<file path="src/rtl/uart_pkg.sv">
// uart_pkg: shared definitions for the UART receiver and its companion blocks.
//   - parity mode encodings used by the PARITY parameter
//   - receiver FSM state encoding
//   - majority3 vote helper for oversampled bit decisions
package uart_pkg;

  localparam int PAR_NONE = 0;
  localparam int PAR_ODD  = 1;
  localparam int PAR_EVEN = 2;

  typedef enum logic [2:0] {
    ST_IDLE   = 3'd0,
    ST_START  = 3'd1,
    ST_DATA   = 3'd2,
    ST_PARITY = 3'd3,
    ST_STOP   = 3'd4,
    ST_BREAK  = 3'd5
  } rx_state_e;

  function automatic logic majority3(input logic a, input logic b, input logic c);
    return (a & b) | (a & c) | (b & c);
  endfunction

endpackage

</file>
<file path="src/rtl/uart_baud_tick.sv">
// uart_baud_tick: free-running oversample tick generator.
//   Counts 0..DIV-1 and asserts tick for one clk when the count is DIV-1.
//   A clear forces the count back to 0 so the tick phase can be aligned
//   to an external event (the start-bit falling edge for the receiver).
// Ports:
//   clk    in  system clock
//   nrst   in  asynchronous active-low reset
//   clear  in  synchronous restart of the count
//   tick   out one-clk pulse every DIV clks
module uart_baud_tick #(
  parameter int DIV = 2
) (
  input  logic clk,
  input  logic nrst,
  input  logic clear,
  output logic tick
);

  localparam int CW = (DIV > 1) ? $clog2(DIV) : 1;
  localparam logic [CW-1:0] CNT_LAST = CW'(DIV - 1);

  logic [CW-1:0] cnt;

  always_ff @(posedge clk or negedge nrst) begin
    if (!nrst) begin
      cnt <= '0;
    end else if (clear || (cnt == CNT_LAST)) begin
      cnt <= '0;
    end else begin
      cnt <= cnt + 1'b1;
    end
  end

  assign tick = !clear && (cnt == CNT_LAST);

endmodule

</file>
<file path="src/rtl/uart_rx_cfg.sv">
// uart_rx_cfg: parametrised UART receiver with oversampled majority voting.
//   rx is synchronised, start-bit aligned, and each bit is decided from three
//   samples around the bit centre. Frames are delivered even when erroneous;
//   parity_err / frame_err are flags qualified by vld.
// Ports:
//   clk         in  system clock
//   nrst        in  asynchronous active-low reset
//   rx          in  serial line, idle high, asynchronous to clk
//   rdata       out received word, holds until the next vld
//   vld         out one-clk pulse per completed frame
//   parity_err  out parity mismatch, qualified by vld
//   frame_err   out a stop bit was sampled low, qualified by vld
//   busy        out high from start detect until return to IDLE
//
// state     | meaning
// ----------+-----------------------------------------------------------
// ST_IDLE   | line idle, waiting for synchronised rx low
// ST_START  | confirming the start bit at its centre (false-start filter)
// ST_DATA   | shifting DATA_BITS payload bits, LSB first
// ST_PARITY | checking the parity bit against the received payload
// ST_STOP   | sampling STOP_BITS stop bits, delivering the word
// ST_BREAK  | line held low after the frame, waiting for rx high
module uart_rx_cfg
  import uart_pkg::*;
#(
  parameter int FREQ        = 50_000_000,
  parameter int BAUDRATE    = 115200,
  parameter int OVERSAMPLE  = 16,
  parameter int DATA_BITS   = 8,
  parameter int PARITY      = 0,
  parameter int STOP_BITS   = 1,
  parameter int SYNC_STAGES = 2
) (
  input  logic                 clk,
  input  logic                 nrst,
  input  logic                 rx,
  output logic [DATA_BITS-1:0] rdata,
  output logic                 vld,
  output logic                 parity_err,
  output logic                 frame_err,
  output logic                 busy
);

  localparam int DIV   = FREQ / (BAUDRATE * OVERSAMPLE);
  localparam int SUB_W = $clog2(OVERSAMPLE);
  localparam int BIT_W = $clog2(DATA_BITS + 1);

  localparam logic [SUB_W-1:0] SUB_S0   = SUB_W'(OVERSAMPLE / 2 - 1);
  localparam logic [SUB_W-1:0] SUB_S1   = SUB_W'(OVERSAMPLE / 2);
  localparam logic [SUB_W-1:0] SUB_DEC  = SUB_W'(OVERSAMPLE / 2 + 1);
  localparam logic [SUB_W-1:0] SUB_LAST = SUB_W'(OVERSAMPLE - 1);
  localparam logic [BIT_W-1:0] BIT_LAST  = BIT_W'(DATA_BITS - 1);
  localparam logic [BIT_W-1:0] STOP_LAST = BIT_W'(STOP_BITS - 1);

  if (DIV < 2) begin : g_div_chk
    $error("uart_rx_cfg: FREQ/(BAUDRATE*OVERSAMPLE) must be >= 2");
  end
  if ((OVERSAMPLE < 8) || (OVERSAMPLE % 2 != 0)) begin : g_os_chk
    $error("uart_rx_cfg: OVERSAMPLE must be even and >= 8");
  end
  if ((DATA_BITS < 5) || (DATA_BITS > 9)) begin : g_db_chk
    $error("uart_rx_cfg: DATA_BITS must be 5..9");
  end
  if ((STOP_BITS < 1) || (STOP_BITS > 2)) begin : g_sb_chk
    $error("uart_rx_cfg: STOP_BITS must be 1 or 2");
  end
  if (SYNC_STAGES < 2) begin : g_sync_chk
    $error("uart_rx_cfg: SYNC_STAGES must be >= 2");
  end

  logic [SYNC_STAGES-1:0] sync;
  logic                   rx_s;
  logic                   tick;
  logic                   start_det;
  logic                   dec;
  logic                   voted;
  logic                   par_exp;

  rx_state_e              state;
  logic [SUB_W-1:0]       sub_cnt;
  logic [BIT_W-1:0]       bit_cnt;
  logic                   s0;
  logic                   s1;
  logic [DATA_BITS-1:0]   rdata_sh;
  logic                   perr;
  logic                   ferr;

  // Synchroniser resets to the idle level so reset release never looks like a start bit.
  always_ff @(posedge clk or negedge nrst) begin
    if (!nrst) begin
      sync <= '1;
    end else begin
      sync <= {sync[SYNC_STAGES-2:0], rx};
    end
  end

  assign rx_s      = sync[SYNC_STAGES-1];
  assign start_det = (state == ST_IDLE) && !rx_s;
  assign dec       = tick && (sub_cnt == SUB_DEC);
  // The third vote is taken live at the decision tick.
  assign voted     = majority3(s0, s1, rx_s);
  assign par_exp   = (PARITY == PAR_ODD) ? ~^rdata_sh : ^rdata_sh;

  uart_baud_tick #(
    .DIV (DIV)
  ) u_baud_tick (
    .clk   (clk),
    .nrst  (nrst),
    .clear (start_det),
    .tick  (tick)
  );

  always_ff @(posedge clk or negedge nrst) begin
    if (!nrst) begin
      state      <= ST_IDLE;
      sub_cnt    <= '0;
      bit_cnt    <= '0;
      s0         <= 1'b1;
      s1         <= 1'b1;
      rdata_sh   <= '0;
      perr       <= 1'b0;
      ferr       <= 1'b0;
      rdata      <= '0;
      vld        <= 1'b0;
      parity_err <= 1'b0;
      frame_err  <= 1'b0;
      busy       <= 1'b0;
    end else begin
      vld <= 1'b0;

      if (tick && (state inside {ST_START, ST_DATA, ST_PARITY, ST_STOP})) begin
        sub_cnt <= (sub_cnt == SUB_LAST) ? '0 : sub_cnt + 1'b1;
        if (sub_cnt == SUB_S0) s0 <= rx_s;
        if (sub_cnt == SUB_S1) s1 <= rx_s;
      end

      case (state)
        ST_IDLE: begin
          if (!rx_s) begin
            state   <= ST_START;
            busy    <= 1'b1;
            sub_cnt <= '0;
            bit_cnt <= '0;
            perr    <= 1'b0;
            ferr    <= 1'b0;
          end
        end

        ST_START: begin
          if (dec) begin
            if (!voted) begin
              state <= ST_DATA;
            end else begin
              state <= ST_IDLE;
              busy  <= 1'b0;
            end
          end
        end

        ST_DATA: begin
          if (dec) begin
            // Right shift in LSB-first order: after DATA_BITS shifts bit 0 lands at [0].
            rdata_sh <= {voted, rdata_sh[DATA_BITS-1:1]};
            if (bit_cnt == BIT_LAST) begin
              bit_cnt <= '0;
              state   <= (PARITY != PAR_NONE) ? ST_PARITY : ST_STOP;
            end else begin
              bit_cnt <= bit_cnt + 1'b1;
            end
          end
        end

        ST_PARITY: begin
          if (dec) begin
            perr  <= (voted != par_exp);
            state <= ST_STOP;
          end
        end

        ST_STOP: begin
          if (dec) begin
            if (!voted) ferr <= 1'b1;
            if (bit_cnt == STOP_LAST) begin
              // Leave at the decision, not the bit end, to absorb baud mismatch.
              vld        <= 1'b1;
              rdata      <= rdata_sh;
              parity_err <= perr;
              frame_err  <= ferr | ~voted;
              bit_cnt    <= '0;
              if (voted) begin
                state <= ST_IDLE;
                busy  <= 1'b0;
              end else begin
                state <= ST_BREAK;
              end
            end else begin
              bit_cnt <= bit_cnt + 1'b1;
            end
          end
        end

        ST_BREAK: begin
          if (rx_s) begin
            state <= ST_IDLE;
            busy  <= 1'b0;
          end
        end

        default: begin
          state <= ST_IDLE;
          busy  <= 1'b0;
        end
      endcase
    end
  end

endmodule

</file>
<file path="config.mk">
export PLATFORM = sky130hd
export DESIGN_NAME = uart_rx_cfg
export DESIGN_NICKNAME = d
export VERILOG_FILES = /design/src/rtl/uart_pkg.sv /design/src/rtl/uart_baud_tick.sv /design/src/rtl/uart_rx_cfg.sv
export SDC_FILE = /design/constraint.sdc
export NUM_CORES = 1
export LEC_CHECK = 0
export BUFFER_PORTS_ARGS = -buffer_cell sky130_fd_sc_hd__buf_2
export CORE_MARGIN = 2
export CORE_UTILIZATION = 50
export CTS_CLUSTER_DIAMETER = 30
export CTS_CLUSTER_SIZE = 16
export DETAILED_ROUTE_END_ITERATION = 8
export PLACE_DENSITY_LB_ADDON = 0.2
export SKIP_CTS_REPAIR_TIMING = 1
export SLEW_MARGIN = 20
export SYNTH_ARGS = -nofsm -noshare
export SYNTH_HDL_FRONTEND = slang
export SYNTH_SLANG_ARGS = --single-unit
</file>
<file path="constraint.sdc">
create_clock -name clk -period 2.04 [get_ports clk]
set_input_delay 0.51 -clock clk [delete_from_list [all_inputs] [get_ports clk]]
set_output_delay 0.51 -clock clk [all_outputs]
set_load 0.01 [all_outputs]
</file>
# Word-level counts from Yosys, hierarchy flattened
# Index checks and enable logic that the tools add are counted.
dict set report totals {
  mem_bits_rw 0
  wordCells 109
  out_inout_bits 12
  latchBits 0
  mem_count 0
  register_bits 42
  rom_bits 0
  in_bits 3
}
dict set report op_classes {
  mux 38
  addsub 3
  multipliers 0
  bitwise 8
  magnitude_cmp 0
  div 0
  shift 0
  reduce_logical 24
  n_eq_ne 21
}
# operator count
set ops {}
lappend ops {{$mux W4} 9}
lappend ops {{$mux W3} 9}
lappend ops {{$pmux W3 S6} 1}
lappend ops {{$ne A2 B2 Y1 const B} 7}
lappend ops {{$mux W1} 13}
lappend ops {{$eq A4 B4 Y1 const B} 3}
lappend ops {{$pmux W4 S3} 1}
lappend ops {{$add A4 B1 Y4 const B} 2}
lappend ops {{$eq A4 B3 Y1 const B} 2}
lappend ops {{$reduce_and A4 Y1} 2}
lappend ops {{$reduce_and A8 Y1} 1}
lappend ops {{$reduce_xor A8 Y1} 1}
lappend ops {{$eq A3 B2 Y1 const B} 2}
lappend ops {{$eq A3 B3 Y1 const B} 2}
lappend ops {{$reduce_and A2 Y1} 3}
lappend ops {{$reduce_and A3 Y1} 2}
lappend ops {{$reduce_and A6 Y1} 1}
lappend ops {{$add A5 B1 Y5 const B} 1}
lappend ops {{$eq A5 B5 Y1 const B} 1}
lappend ops {{$mux W5} 1}
lappend ops {{$pmux W1 S5} 1}
lappend ops {{$logic_and A1 B1 Y1} 4}
lappend ops {{$logic_not A4 Y1} 1}
lappend ops {{$ne A2 B1 Y1 const B} 2}
lappend ops {{other kinds (14)} 22}

# Depth between registers and ports, before layout
dict set report logic_depth {
  depth_word 8
  ltp_mapped 9
  ltp_nobuf 7
}

# Cells and area by module
# A second synthesis with hierarchy kept.
dict set report hier_totals {
  cells_unflattened 189
  area_unflattened_um2 2140.8
}
# module cells_each seq_area_each_um2 area_each_um2 instances
set by_module_without_submodules {}
lappend by_module_without_submodules {uart_rx_cfg 166 930.9 1865.5 1}
lappend by_module_without_submodules {uart_baud_tick 23 125.1 275.3 1}

# Least setup slack after synthesis
# Ideal clock, no wire load.
dict set report synth_path {
  kind {reg-to-reg}
  startpoint {register u_baud_tick.cnt[0]}
  endpoint {register rdata_sh[0]}
  t_required_ns 1.915
  setup_time_ns 0.125
  path_buffers 1
  setup_slack_ns 0.026
  path_stages_with_launch 8
  arrival_ns 1.889
  synth_period_minus_slack_ns 2.014
  path_cell_list {dfrtp_1 inv_1 ha_1 nand4b_4 or2_1 buf_6 nor3_4 mux2_4}
}
dict set report synth_via {
  elab_chain_len 4
}
# element line
set synth_rtl {}
lappend synth_rtl {{start, declared} uart_baud_tick.sv:22} ;# logic [CW-1:0] cnt;
lappend synth_rtl {{start signal, assigned} uart_baud_tick.sv:30} ;# cnt <= cnt + 1'b1;
lappend synth_rtl {{$eq A5 B5 Y1} uart_baud_tick.sv:34} ;# assign tick = !clear && (cnt == CNT_LAST);
lappend synth_rtl {{$logic_and A1 B1 Y1} uart_baud_tick.sv:34}
lappend synth_rtl {{$logic_and A1 B1 Y1} uart_rx_cfg.sv:99} ;# assign dec = tick && (sub_cnt == SUB_DEC);
lappend synth_rtl {{$reduce_and A2 Y1 (no source line)} -}
lappend synth_rtl {{end signal, assigned} uart_rx_cfg.sv:163} ;# rdata_sh <= {voted, rdata_sh[DATA_BITS-1:1]};
lappend synth_rtl {{end, declared} uart_rx_cfg.sv:84} ;# logic [DATA_BITS-1:0] rdata_sh;
# No other way between the ends.
# A chain may end at the register's enable or synchronous reset.

# Worst setup path after layout
dict set report layout_path {
  startpoint {register sub_cnt[1]}
  endpoint {register rdata[1]}
}
dict set report layout_via {
  elab_chain_len 3
}
# element line
set layout_rtl {}
lappend layout_rtl {{start, declared} uart_rx_cfg.sv:80} ;# logic [SUB_W-1:0] sub_cnt;
lappend layout_rtl {{start signal, assigned} uart_rx_cfg.sv:132} ;# sub_cnt <= (sub_cnt == SUB_LAST) ? '0 : sub_cnt + 1'b1;
lappend layout_rtl {{$eq A4 B4 Y1} uart_rx_cfg.sv:99}
lappend layout_rtl {{$logic_and A1 B1 Y1} uart_rx_cfg.sv:99}
lappend layout_rtl {{$reduce_and A3 Y1 (no source line)} -}
lappend layout_rtl {{end signal, assigned} uart_rx_cfg.sv:186} ;# rdata <= rdata_sh;
lappend layout_rtl {{end, declared} uart_rx_cfg.sv:37} ;# output logic [DATA_BITS-1:0] rdata,
# No other way between the ends.

==> results.py <==
metrics = {
    "layout": {
        "drive_above_1_share_pct": 34.2,
        "areaGrowthSynthToFinish_pct": 19.1,
        "final_common_cell": "dfrtp_1",
        "design_area_sq_mm": 0.00263,
        "final_nets": 237,
        "final_cell_mix": "dfrtp_1 (37), nor2_1 (18), mux2_4 (17)",
        "antenna_cells": 0,
    },
    "critical_path": {
        "worstSetupStartpointType": "flip-flop",
        "critPathMaxFanout": 6,
        "slowest_stage": "dfrtp_1",
        "r2r_setup_slack_ps": -0.05,
        "critPathKind": "reg -> reg",
        "path_buf_inv": 2,
        "max_stage_delay_ps": 430,
        "crit_family": "simple AND/OR/NAND/NOR gates",
        "arrival_ps": 2240,
        "critPathRequiredTime_ps": 2240,
        "worstPathCellList": "inv_2, ha_4, nand3b_1, or2_4, nor3b_4, buf_6, mux2_4",
        "end_kind": "flip-flop",
    },
    "floorplanning": {
        "coreArea_sq_mm": 0.00429,
        "die_x_um": 70.4,
        "initial_core_util_pct": 51.3,
        "die_h_um": 70.4,
        "dieArea_sq_mm": 0.00496,
        "num_io_pins": 15,
        "rows": 24,
    },
    "flow_run": {
        "maxCapViolations": 0,
    },
    "yosys": {
        "synth_compound_area_share_pct": 8.91,
        "yosysSeqAreaShare_pct": 47.9,
        "synth-main-ff-cell": "dfrtp_1",
        "async_reset_ff_share_pct": 100,
        "synth.area.mux_share_pct": 13.0,
        "synth_cell_types": 47,
        "synth_top_family_by_area": "simple AND/OR/NAND/NOR gates",
        "synthCells": 194,
        "synth_simple_gate_area_share_pct": 17.0,
        "yosys_register_bits": 42,
        "yosysWarnings": 0,
        "avgSynthCellArea_sq_um": 11.4,
        "synth-adder-area-share_pct": 4.43,
        "synthXorXnorAreaFrac_pct": 4.77,
        "synth_fp_nets": 204,
        "synth_area_sq_mm": 0.00220,
        "synth-edff-count": 0,
    },
    "power": {
        "pwr-share-clk_pct": 40.6,
        "p_leak_nw": 1.19,
        "power_density_mw_per_mm2": 552,
        "seq_power_share_pct": 58.0,
        "switching_power_mw": 0.354,
        "ir_worst_vdd_mv": 0.594,
        "combinationalPowerShare_pct": 1.5,
        "internal_power_mw": 1.09,
        "swShare_pct": 24.5,
    },
    "detailed_routing": {
        "viasPerCell": 5.63,
        "ant_nets": 0,
        "drc_errors": 0,
        "firstDrtPassIters": 4,
        "route.vias.total": 1577,
        "wl_um": 4490,
        "drt_iter0_drc": 85,
        "routedWlPerCell_um": 16.0,
    },
    "clock_tree": {
        "cts_buffer_depth": 2,
        "cts_root_buf": "clkbuf_8",
        "clkTransAtPathRegs_ps": 90,
        "numCtsBuffers": 5,
        "cts_tree": "yes",
        "cts.sinks": 42,
        "htreeDepth": 2,
        "insertion_delay_ps": 300,
    },
    "sta": {
        "finalCriticalPeriod_ps": 2040,
        "finClkSkew_ps": 5.13,
        "hold_viol": 0,
        "max_freq_mhz": 490,
        "relSlewSlack_pct": 61.7,
        "slew_viol_final": 0,
        "setup_violations": 1,
        "worst_pin_slew_ps": 574,
        "setup-tns-final_ps": -0.0482,
        "finalCritPeriodShare_pct": 100,
        "setup_ws_ps": -0.0482,
        "grt_setup_unrepaired": "yes",
        "holdWs_ps": 257,
    },
    "outcome": {
        "status": "finished with violations",
        "violations": "negative setup slack",
    },
    "grt": {
        "grt_use_total_pct": 18.5,
        "grt_max_degree": 43,
        "antenna_found_initial": 0,
        "grt_pass1_wl_um": 7150,
        "grt_pass1_vias": 1528,
        "grt_overflow": 0,
    },
    "placement": {
        "dp_slack_ps": -1.02,
        "port_buffers": 14,
        "routabilityCongestion": 0.929,
        "dp_hpwl_um": 2970,
        "post_dp_cell_area_sq_mm": 0.00241,
    },
    "hold_path": {
        "hp-class": "in -> async",
    },
}
[power by group through the flow]
stage / sequential (mW) / clock (mW) / combinational [mW]
CTS: 0.840 / 0.601 / 0.0225
global placement: 0.855 / 0 / 0.0216
floorplan: 0.852 / 0 / 0.00542
global route: 0.840 / 0.637 / 0.0254
finish: 0.840 / 0.587 / 0.0214
detailed placement: 0.856 / 0 / 0.0225
[worst register-to-register path: stages (launching register included)]
cell and delay [ps]:
dfrtp_1 430, inv_2 100, ha_4 120, nand3b_1 180, or2_4 340, nor3b_4 260, buf_6 190, mux2_4 310
[synthesized netlist by cell type (2+ instances only)]
cell type / count / area (sq um)
buf_6: 2 / 22.5
o21ai_1: 2 / 10.0
xor2_1: 4 / 35.0
nand2_1: 11 / 41.3
o211ai_1: 2 / 15.0
inv_1: 10 / 37.5
nor4_1: 2 / 12.5
o21ai_0: 10 / 50.1
mux2_4: 8 / 120
a21o_1: 2 / 15.0
nand2b_1: 2 / 12.5
ha_1: 7 / 87.6
dfrtp_1: 38 / 951
nor2_1: 19 / 71.3
nand3_1: 4 / 20.0
a21oi_1: 7 / 35.0
mux2i_1: 2 / 20.0
buf_2: 2 / 10.0
mux2_1: 12 / 135
dfstp_2: 4 / 105
or4_1: 2 / 15.0
buf_4: 2 / 15.0
nand3b_1: 2 / 15.0
nand4b_1: 2 / 17.5
nor3_1: 4 / 20.0
xnor2_1: 8 / 70.1
a31oi_1: 4 / 25.0
[logic make-up after synthesis]
family / count (synthesis)
buffers and inverters: 17
AO/OA/AOI/OAI: 32
flip-flops: 42
adder cells (fa/ha/maj): 8
XOR/XNOR: 12
multiplexers: 23
AND/OR/NAND/NOR: 60
[through the flow]
step	power, mW	instances	utilization, %
floorplan	0.858	194	-
global placement	0.877	268	56.1
detailed placement	0.878	268	56.1
CTS	1.46	276	58.4
global route	1.50	280	61.1
finish	1.45	280	61.1
[metal layers]
metal	GRT usage, %	up-vias	wire length (um)
met2	31.0	48	2250
met4	7.69	0	82
li1	-	745	-
met5	0	-	0
met3	4.04	11	209
met1	23.0	773	1950
[cell type report]
class	count	area [sq um]
flip-flops and latches	42	1060
clock inverters	3	27.5
fillers	370	1670
inverters	11	41.3
clock buffers	5	68.8
multi-input cells	135	1140
well taps	52	65.1
repair buffers	32	225
[state kept, by name, summed over array words and instances (netlist names)]
name	cells
s0	1
s1	1
bit_cnt	4
u_baud_tick.cnt	5
rdata	8
state	3
ferr	1
vld	1
rdata_sh	8
perr	1
busy	1
parity_err	1
sync	2
sub_cnt	4
frame_err	1
[path summary, 6_finish.rpt]
path | start | end | depth (start not counted)
worst min-delay path | nrst | bit_cnt[2] | 2
worst max-delay path | sub_cnt[1] | rdata[1] | 7
min in group clk | rx | sync[0] | 1
worst max register to register | sub_cnt[1] | rdata[1] | 7
worst min register to register | sync[0] | sync[1] | 0
max in group asynchronous | nrst | sub_cnt[0] | 2
No activity file was read; power rests on OpenSTA's default activity.
